**src/rtl/fa_pkg.sv**
```systemverilog
// fa_pkg: shared definitions for the registered full-adder cell.
//   fa_sum / fa_carry : single-bit full-adder equations
//   FA_RST_S / FA_RST_C : output register values after reset
package fa_pkg;

    localparam logic FA_RST_S = 1'b0;
    localparam logic FA_RST_C = 1'b0;

    function automatic logic fa_sum(input logic a, input logic b, input logic c);
        return a ^ b ^ c;
    endfunction

    function automatic logic fa_carry(input logic a, input logic b, input logic c);
        return (a & b) | (a & c) | (b & c);
    endfunction

endpackage

```
**src/rtl/fa_cell.sv**
```systemverilog
// fa_cell: purely combinational single-bit full adder.
//   A, B  : addend bits
//   C_in  : carry-in
//   S     : sum bit
//   C     : carry-out
module fa_cell
    import fa_pkg::*;
(
    input  logic A,
    input  logic B,
    input  logic C_in,
    output logic S,
    output logic C
);

    always_comb begin
        S = fa_sum(A, B, C_in);
        C = fa_carry(A, B, C_in);
    end

endmodule

```
**src/rtl/fa_unit.sv**
```systemverilog
// fa_unit: registered single-bit full adder, leaf cell for ripple and
// bit-serial adders. Result and valid flag appear one clock after an
// accepted input; S and C hold while in_valid is low.
//
// Build option: define FA_SERIAL_EN to let 'serial' select the registered
// carry as the carry-in (bit-serial addition). Without it 'serial' is
// ignored and the carry-in is always C_in.
//
// Ports:
//   clk        rising-edge clock
//   rst        synchronous active-high reset
//   in_valid   qualifies A, B, C_in and serial
//   A, B       addend bits
//   C_in       external carry-in
//   serial     1 = use registered carry as carry-in (FA_SERIAL_EN only)
//   S, C       registered sum and carry-out
//   out_valid  single-cycle pulse: S/C updated at the last edge
module fa_unit
    import fa_pkg::*;
(
    input  logic clk,
    input  logic rst,
    input  logic in_valid,
    input  logic A,
    input  logic B,
    input  logic C_in,
    input  logic serial,
    output logic S,
    output logic C,
    output logic out_valid
);

    logic s_q, s_d;
    logic c_q, c_d;
    logic valid_q, valid_d;
    logic cin_eff;
    logic sum_w;
    logic carry_w;

`ifdef FA_SERIAL_EN
    // The carry register doubles as the bit-serial carry state, so a gap
    // in in_valid keeps the chain intact and reset restarts it from 0.
    assign cin_eff = serial ? c_q : C_in;
`else
    logic unused_serial;
    assign unused_serial = serial;
    assign cin_eff       = C_in;
`endif

    fa_cell u_cell (
        .A    (A),
        .B    (B),
        .C_in (cin_eff),
        .S    (sum_w),
        .C    (carry_w)
    );

    always_comb begin
        s_d     = s_q;
        c_d     = c_q;
        valid_d = in_valid;
        if (in_valid) begin
            s_d = sum_w;
            c_d = carry_w;
        end
    end

    always_ff @(posedge clk) begin
        if (rst) begin
            s_q     <= FA_RST_S;
            c_q     <= FA_RST_C;
            valid_q <= 1'b0;
        end else begin
            s_q     <= s_d;
            c_q     <= c_d;
            valid_q <= valid_d;
        end
    end

    assign S         = s_q;
    assign C         = c_q;
    assign out_valid = valid_q;

endmodule

```
**config.mk**
```make
export PLATFORM = sky130hd
export DESIGN_NAME = fa_unit
export DESIGN_NICKNAME = d
export VERILOG_FILES = /design/src/rtl/fa_pkg.sv /design/src/rtl/fa_cell.sv /design/src/rtl/fa_unit.sv
export SDC_FILE = /design/constraint.sdc
export NUM_CORES = 1
export LEC_CHECK = 0
export CORE_AREA = 4 4 41 43
export CTS_BUF_LIST = sky130_fd_sc_hd__clkbuf_4 sky130_fd_sc_hd__clkbuf_8
export CTS_CLUSTER_SIZE = 16
export DETAILED_ROUTE_END_ITERATION = 8
export DIE_AREA = 0 0 45 47
export PLACE_DENSITY = 0.38
export SYNTH_ARGS = -nofsm -noshare
export SYNTH_HDL_FRONTEND = slang
export SYNTH_SLANG_ARGS = --single-unit
```
**constraint.sdc**
```tcl
create_clock -name clk -period 1.6 [get_ports clk]
set_input_delay 0.32 -clock clk [delete_from_list [all_inputs] [get_ports clk]]
set_output_delay 0.32 -clock clk [all_outputs]
set_load 0.01 [all_outputs]
```
==> out/metrics.yaml <==
diodes: 0
overflow: 0
dp_cells: 32
chipHeight_um: 47
cpMaxStageDelayCell: "clkdlybuf4s50_1"
portBuffers: 8
syn_area_sq_um: 114
period_needed_ns: 1.43
drt_pass1_iterations: 1
drt-total-wl_um: 290
cts_sinks: 3
hp-class: "register to register"
slew_viol_final: 0
crit_end: "C"
cts.clk_slew.worst_paths_ns: 0.04
row_count: 13
worst_ep_required_time_ns: 1.28
critical_path.reg2reg.endpoint: "C$_SDFFE_PP0P_"
fin_tns_setup_ns: 0
nets: 30
synth_area_leaders: "dfxtp_1 53%, fa_1 18%, mux2i_1 18%, nor2_1 6.6%, nor2b_1 5.5%"
final_cell_mix: "8 x clkdlybuf4s50_1, 4 x clkbuf_4, 3 x dfxtp_1, 2 x mux2i_1, 2 x nor2_1"
cts_buffers: 3
p_leak_uw: 0.0000985
final_cells: 36
synth_seq_area_share: 0.527
grt_pass1_wl_um: 489
num_io_pins: 10
worstSetupEndpointType: "output pin"
antenna_found_initial: 0
cp_top_family: "buffers and inverters"
slowest_delay_ns: 0.54
cp.depth: 1
cts_tree: "yes"
powerDensity_mw_per_mm2: 1120
drc: 0
cp-start-kind: "register"
path_max_fanout: 2
drt_iter0_drc: 0
num-fill-cells: 156
yosys.area.top_type: "dfxtp_1"
cts_buffer_depth: 2
max_freq_ghz: 0.697
crit_chain: "clkdlybuf4s50_1"
clk_root_buffer_cell: "clkbuf_4"
cts_resized: 0
vias_per_cell: 3.14
crit_start: "C$_SDFFE_PP0P_"
clock_latency_ns: 0.23
htreeDepth: 1
grt_usage: 0.0396
dp.final_hpwl_um: 232
core_sq_mm: 0.00130
cts_setup_buffers: 0
synth_top_area_share: 0.527
grt_max_degree: 4
cts_hold_buffers: 0
syn_avg_cell_area_sq_um: 12.7
fin_skew_ns: 0
drive_gt1_frac: 0.190
finalCritPeriodShare: 0.897
rsz0062_at_grt: "false"
initial_core_util: 0.0875
crit_type: "register to output pin"
status: "finished, final reports clean"
synth_fp_nets: 17
final_common_cell: "clkdlybuf4s50_1"
arrival_ns: 1.11
crit-reg2reg-launch: "C$_SDFFE_PP0P_"
rrSetupSlack_ns: 1.01
max-slew-margin-rel: 0.920
regArea_sq_um: 60.1
critical_path_buf_inv_count: 1
finalSetupViolCount: 0
worst_pin_slew_ns: 0.117
yosysUniqueCellTypes: 5
ys_ff_latch: 3
design_area_sq_um: 243
yosysWarnings: 0
synth_cells: 9
routedWlPerCell_um: 8.06
fp.dieW_um: 45
finalHoldViolations: 0
grt_pass1_vias: 114
gp_congestion: 0.590
max-cap-violations: 0
multi_input_area_sq_um: 53.8
ant_nets: 0
area_growth_pct: 113
dieArea_sq_mm: 0.00212
r2r_cells: 2
whs_path_depth: 2
vdd_drop_max_v: 0.000304
via_count: 113
placed_area_sq_um: 213
-- area by class of cell --
type                            count  area share
Clock buffer                        4       0.124
Multi-Input combinational cell      6       0.222
Timing Repair Buffer                8       0.330
Tap cell                           15      0.0773
Sequential cell                     3       0.247
-- power breakdown --
group | internal, uW | total (uW) | switching [uW]
clock | 110 | 150 | 39.8
combinational | 25.8 | 38.9 | 13.1
sequential | 80.7 | 83.4 | 2.73
-- through the flow --
stage | hold slack [ns] | util | power, uW | worst slack, ns
floorplan | 0.392 | - | 95.8 | 0.545
global placement | 0.482 | 0.163 | 123 | 0.0819
detailed placement | 0.493 | 0.163 | 124 | 0.0526
CTS | 0.506 | 0.187 | 281 | 0.154
global route | 0.547 | 0.187 | 293 | 0.124
finish | 0.500 | 0.187 | 273 | 0.165
-- registers in the layout, summed over array words and instances (netlist names) --
register and cells:
C 1, S 1, out_valid 1
-- metal layers --
metal | vias to the layer above | global-route usage | wire length [um]
met3 | 0 | 0.0460 | 61
met4 | 0 | 0.0351 | 0
met1 | 48 | 0.0411 | 144
met2 | 11 | 0.0395 | 84
li1 | 54 | - | -
met5 | - | 0 | 0
-- synth_stat cells, drive strengths merged --
cell,count
mux2i,2
dfxtp,3
fa,1
nor2b,1
nor2,2
-- worst reg2reg max path, stage by stage, from the launching register on --
cell and delay (ns):
dfxtp_1 0.31, mux2i_1 0.12, nor2_1 0.05
-- cells by family after synthesis --
| group | count (synthesis) | share of synthesized area |
|---|---|---|
| flops | 3 | 0.527 |
| mux | 2 | 0.176 |
| simple gates | 3 | 0.121 |
| fa+ha+maj | 1 | 0.176 |
-- worst min-delay path by stage --
stage / startpoint / endpoint / slack, ns
2_1_floorplan: rst / out_valid$_SDFF_PP0_ / 0.39
3_3_place_gp: S$_SDFFE_PP0P_ / S$_SDFFE_PP0P_ / 0.48
3_5_place_dp: S$_SDFFE_PP0P_ / S$_SDFFE_PP0P_ / 0.49
4_1_cts: S$_SDFFE_PP0P_ / S$_SDFFE_PP0P_ / 0.51
5_1_grt: S$_SDFFE_PP0P_ / S$_SDFFE_PP0P_ / 0.55
6_report: S$_SDFFE_PP0P_ / S$_SDFFE_PP0P_ / 0.50
No activity file was read; power rests on OpenSTA's default activity.
